### config.mk
export PLATFORM = sky130hd
export DESIGN_NAME = comparator_operand_loader
export DESIGN_NICKNAME = d
export VERILOG_FILES = /design/src/rtl/comparator_operand_loader.sv
export SDC_FILE = /design/constraint.sdc
export NUM_CORES = 1
export LEC_CHECK = 0
export CAP_MARGIN = 20
export CORE_ASPECT_RATIO = 1.5
export CORE_UTILIZATION = 45
export CTS_BUF_LIST = sky130_fd_sc_hd__clkbuf_8
export DETAILED_ROUTE_END_ITERATION = 7
export SETUP_SLACK_MARGIN = 0.15
export SYNTH_ARGS = -nofsm -noshare
export SYNTH_HDL_FRONTEND = slang
export SYNTH_HIERARCHICAL = 1
export SYNTH_SLANG_ARGS = --single-unit
### constraint.sdc
create_clock -name clk -period 4.45 [get_ports clk]
set_clock_uncertainty 0.2 [all_clocks]
set_input_delay 0.445 -clock clk [delete_from_list [all_inputs] [get_ports clk]]
set_output_delay 0.445 -clock clk [all_outputs]
set_load 0.05 [all_outputs]
### src/rtl/comparator_operand_loader.sv
// Operand loader for the 4-bit magnitude comparator: debounces the load/clear
// buttons and sequences switch captures into operand A, then operand B.

module comparator_operand_loader_btn #(
    parameter int DEBOUNCE_CYCLES = 4,
    parameter int CNT_W           = 20
) (
    input  logic clk,
    input  logic rst,
    input  logic i_btn,
    output logic o_press
);
    localparam logic [CNT_W-1:0] LAST = CNT_W'(DEBOUNCE_CYCLES - 1);

    logic [1:0]       r_sync;
    logic [CNT_W-1:0] r_cnt;
    logic             r_deb;
    logic             r_deb_q;
    logic             w_s;

    assign w_s = r_sync[1];

    always_ff @(posedge clk or posedge rst) begin
        if (rst) begin
            r_sync  <= '0;
            r_cnt   <= '0;
            r_deb   <= 1'b0;
            r_deb_q <= 1'b0;
        end else begin
            r_sync  <= {r_sync[0], i_btn};
            r_deb_q <= r_deb;
            // Any return to the accepted level restarts the qualification count.
            if (w_s == r_deb) begin
                r_cnt <= '0;
            end else if (r_cnt != LAST) begin
                r_cnt <= r_cnt + CNT_W'(1);
            end else begin
                r_deb <= w_s;
                r_cnt <= '0;
            end
        end
    end

    assign o_press = r_deb & ~r_deb_q;
endmodule

module comparator_operand_loader #(
    parameter int DEBOUNCE_CYCLES = 4,
    parameter int CNT_W           = 20
) (
    input  logic       clk,
    input  logic       rst,
    input  logic [3:0] sw,
    input  logic       btn_load,
    input  logic       btn_clear,
    output logic [3:0] a_val,
    output logic [3:0] b_val,
    output logic       operands_valid,
    output logic [1:0] state
);
    typedef enum logic [1:0] {
        WAIT_A = 2'b00,
        WAIT_B = 2'b01,
        SHOW   = 2'b10
    } state_t;

    state_t     r_state, w_state_nxt;
    logic [3:0] r_a, w_a_nxt;
    logic [3:0] r_b, w_b_nxt;
    logic       r_valid, w_valid_nxt;
    logic       w_load_p, w_clear_p;

    comparator_operand_loader_btn #(
        .DEBOUNCE_CYCLES(DEBOUNCE_CYCLES),
        .CNT_W          (CNT_W)
    ) u_ld (
        .clk    (clk),
        .rst    (rst),
        .i_btn  (btn_load),
        .o_press(w_load_p)
    );

    comparator_operand_loader_btn #(
        .DEBOUNCE_CYCLES(DEBOUNCE_CYCLES),
        .CNT_W          (CNT_W)
    ) u_cl (
        .clk    (clk),
        .rst    (rst),
        .i_btn  (btn_clear),
        .o_press(w_clear_p)
    );

    always_ff @(posedge clk or posedge rst) begin
        if (rst) begin
            r_state <= WAIT_A;
            r_a     <= '0;
            r_b     <= '0;
            r_valid <= 1'b0;
        end else begin
            r_state <= w_state_nxt;
            r_a     <= w_a_nxt;
            r_b     <= w_b_nxt;
            r_valid <= w_valid_nxt;
        end
    end

    always_comb begin
        w_state_nxt = r_state;
        w_a_nxt     = r_a;
        w_b_nxt     = r_b;
        w_valid_nxt = r_valid;
        if (w_clear_p) begin
            w_state_nxt = WAIT_A;
            w_a_nxt     = '0;
            w_b_nxt     = '0;
            w_valid_nxt = 1'b0;
        end else begin
            case (r_state)
                WAIT_A: if (w_load_p) begin
                    w_a_nxt     = sw;
                    w_state_nxt = WAIT_B;
                end
                WAIT_B: if (w_load_p) begin
                    w_b_nxt     = sw;
                    w_valid_nxt = 1'b1;
                    w_state_nxt = SHOW;
                end
                SHOW: if (w_load_p) begin
                    // A new pair starts; B keeps showing the old value until replaced.
                    w_a_nxt     = sw;
                    w_valid_nxt = 1'b0;
                    w_state_nxt = WAIT_B;
                end
                default: begin
                    w_state_nxt = WAIT_A;
                    w_a_nxt     = '0;
                    w_b_nxt     = '0;
                    w_valid_nxt = 1'b0;
                end
            endcase
        end
    end

    assign a_val          = r_a;
    assign b_val          = r_b;
    assign operands_valid = r_valid;
    assign state          = r_state;
endmodule

==> impl_metrics.yaml <==
status:
  status: "finished clean"
worst_setup_path:
  reg2reg_slack_ps: 2400
  worstPathCellList: "clkdlybuf4s50_1"
  critPathLaunchType: "flip-flop"
  r2r-start: "u_cl/r_cnt[0]$_DFF_PP0_"
  endpoint_kind: "primary output"
  cpLargestDelayFamily: "buffers and inverters"
  path_buf_inv: 1
  critical_path_class: "flip-flop to primary output"
  required_ps: 3810
  r2r_end: "u_cl/r_cnt[18]$_DFF_PP0_"
  arrival_ps: 1880
  crit_fanout: 14
  reg2reg_depth: 5
  cpMaxStageDelayCell: "clkdlybuf4s50_1"
  slowest_delay_ps: 900
run:
  max_cap_viol_count: 0
synthesis:
  yosys_warnings: 6
  seq_area_frac_synth_pct: 50.1
  synth_edf_count: 0
  async_reset_ff_share_pct: 100
  syn_avg_cell_area_sq_um: 10.5
  synth_area_leader_cell: "dfrtp_1"
  ys_ff_latch: 59
  synth.top_cells.by_area: "dfrtp_1, xnor2_1, nor2_1"
  yosys-top-cells-count: "dfrtp_1, nor2_1, xnor2_1"
  yosysMostFrequentCell: "dfrtp_1"
  syn-cell-area_sq_um: 2950
  ys.flop_type: "dfrtp_1"
  yosysUniqueCellTypes: 39
  synth_top_area_share_pct: 50.1
  synth_cells: 281
  synth_fp_nets: 293
min_path:
  min_path_type: "flip-flop to flip-flop"
  holdPathStages: 0
  hold_end: "u_ld/r_sync[1]$_DFF_PP0_"
  hold_start: "u_ld/r_sync[0]$_DFF_PP0_"
global_routing:
  grt_usage_pct: 19.6
  grt_pass1_vias: 2092
  grt_pass1_wl_microns: 9930
  antenna_found_initial: 0
  grt.overflow.total: 0
  grt_max_degree: 25
detailed_routing:
  wirelength_microns: 5820
  wl_per_cell_microns: 15.2
  final_antenna_net_count: 0
  dr.pass1.iters: 4
  drcViolationCount: 0
  vias_per_cell: 5.57
  dr_total_vias: 2126
  drt_iter0_drc: 117
die:
  die_area_sq_um: 6890
  start_util_pct: 47.4
  die_w_microns: 68.1
  die_h_microns: 101
  io_pins: 19
  placementRows: 35
  core_sq_um: 6220
power_and_ir_drop:
  ir_drop_mv: 0.311
  p_leak_nw: 1.42
  total_power_mw: 1.78
  powerDensity_nw_per_um2: 528
placement:
  hpwl_microns: 3980
  gp_congestion: 0.756
  port_buffers: 18
cts:
  postCtsSetupBuffers: 0
  numCtsBuffers: 9
  worstSkewPairLatency_ps: 340
  post_cts_resized: 0
  clock-sinks: 59
  clockRootBuffer: "clkbuf_8"
  cts_tree: "done"
  clockBufferDepth: 2
  clkTransAtPathRegs_ps: 60
  htreeDepth: 3
  hold_buffers: 0
timing:
  rsz0062_at_grt: "no"
  worstMarginPinSlew_ps: 950
  whs_ps: 148
  setup_viol: 0
  maxSlewViolCount: 0
  period_minus_slack_ps: 2520
  max-slew-margin-rel_pct: 36.6
  period_share_pct: 56.7
  max_freq_ghz: 0.396
  final-hold-violation-count: 0
  tns_ps: 0
finish:
  fin_nets: 315
  area_growth_syn_to_layout_pct: 14.3
  diodes: 0
  num-fill-cells: 558
  drive_above_1_share_pct: 11.4
metal layers:
metal  GRT usage, %  vias up  wire length [microns]  part of all wire [%]
met5              0        -                      0                     0
met4           10.9        0                    108                   1.9
met3           3.17        9                    136                   2.3
met2           33.4       29                   3160                    54
met1           22.6     1053                   2410                    41
li1               -     1035                      -                     -
cell type report:
class / count / area (sq um) / share of cell area (%)
flip-flops and latches: 59 / 1480 / 43.8
multi-input cells: 203 / 1380 / 40.9
repair buffers: 19 / 188 / 5.57
clock buffers: 10 / 138 / 4.08
well taps: 74 / 92.6 / 2.75
clock inverters: 6 / 56.3 / 1.67
inverters: 11 / 41.3 / 1.22
worst reg2reg max path, stage by stage (launching register included):
cell and delay [ps]:
dfrtp_1 420, ha_1 230, nand3_1 230, or4_4 590, o21ai_1 150, a21oi_1 70
through the flow:
stage	cell area (sq um)	std cells	setup slack, ps	utilization [%]
2_1_floorplan	2950	281	2630	-
6_report	3370	382	1930	54.2
5_1_grt	3370	382	1860	54.2
3_3_place_gp	3170	365	2290	51.0
3_5_place_dp	3170	365	2290	51.0
4_1_cts	3360	381	1920	54.1
cells in the final DEF (no fill, tap or decap), types with 8 or more instances in the layout:
cell / netlist / layout
inv_1: 11 / 12
nand2_1: 10 / 10
nor3_1: 8 / 8
nor4_1: 16 / 16
a21oi_1: 13 / 13
nand4_1: 8 / 8
clkbuf_8: 0 / 10
nand3_1: 8 / 8
clkdlybuf4s50_1: 0 / 18
xnor2_1: 26 / 26
dfrtp_1: 59 / 59
nor2_1: 52 / 52
worst max path at each step:
stage                            startpoint                       end  depth (start not counted)
finish                 state[0]$_DFFE_PP0P_                  state[0]                          1
CTS                    state[0]$_DFFE_PP0P_                  state[0]                          1
global placement       state[0]$_DFFE_PP0P_                  state[0]                          1
detailed placement     state[0]$_DFFE_PP0P_                  state[0]                          1
global route           state[0]$_DFFE_PP0P_                  state[0]                          1
floorplan           u_cl/r_cnt[0]$_DFF_PP0_  u_cl/r_cnt[18]$_DFF_PP0_                          5
kinds of logic after synthesis:
kind of cell	share of synthesized area (%)
compound gates	7.13
buf+inv	3.14
flops	50.1
xor+xnor	8.91
simple gates	27.9
mux	1.10
fa+ha+maj	1.70
power by group:
| part | leakage (nW) | total (mW) | internal [mW] | switching [mW] |
|---|---|---|---|---|
| sequential | 0.793 | 0.713 | 0.621 | 0.0918 |
| clock | 0.103 | 0.478 | 0.268 | 0.209 |
| combinational | 0.525 | 0.589 | 0.211 | 0.379 |
flip-flops by register name, summed over array words and instances, names as in the netlist:
name and flops:
state 2, a_val 4, b_val 4, u_ld/r_deb 1
u_ld/r_sync 2, u_ld/r_deb_q 1, u_cl/r_sync 2, operands_valid 1
u_cl/r_cnt 20, u_cl/r_deb 1, u_ld/r_cnt 20, u_cl/r_deb_q 1
Note: power is estimated with default switching activity, not from simulation.
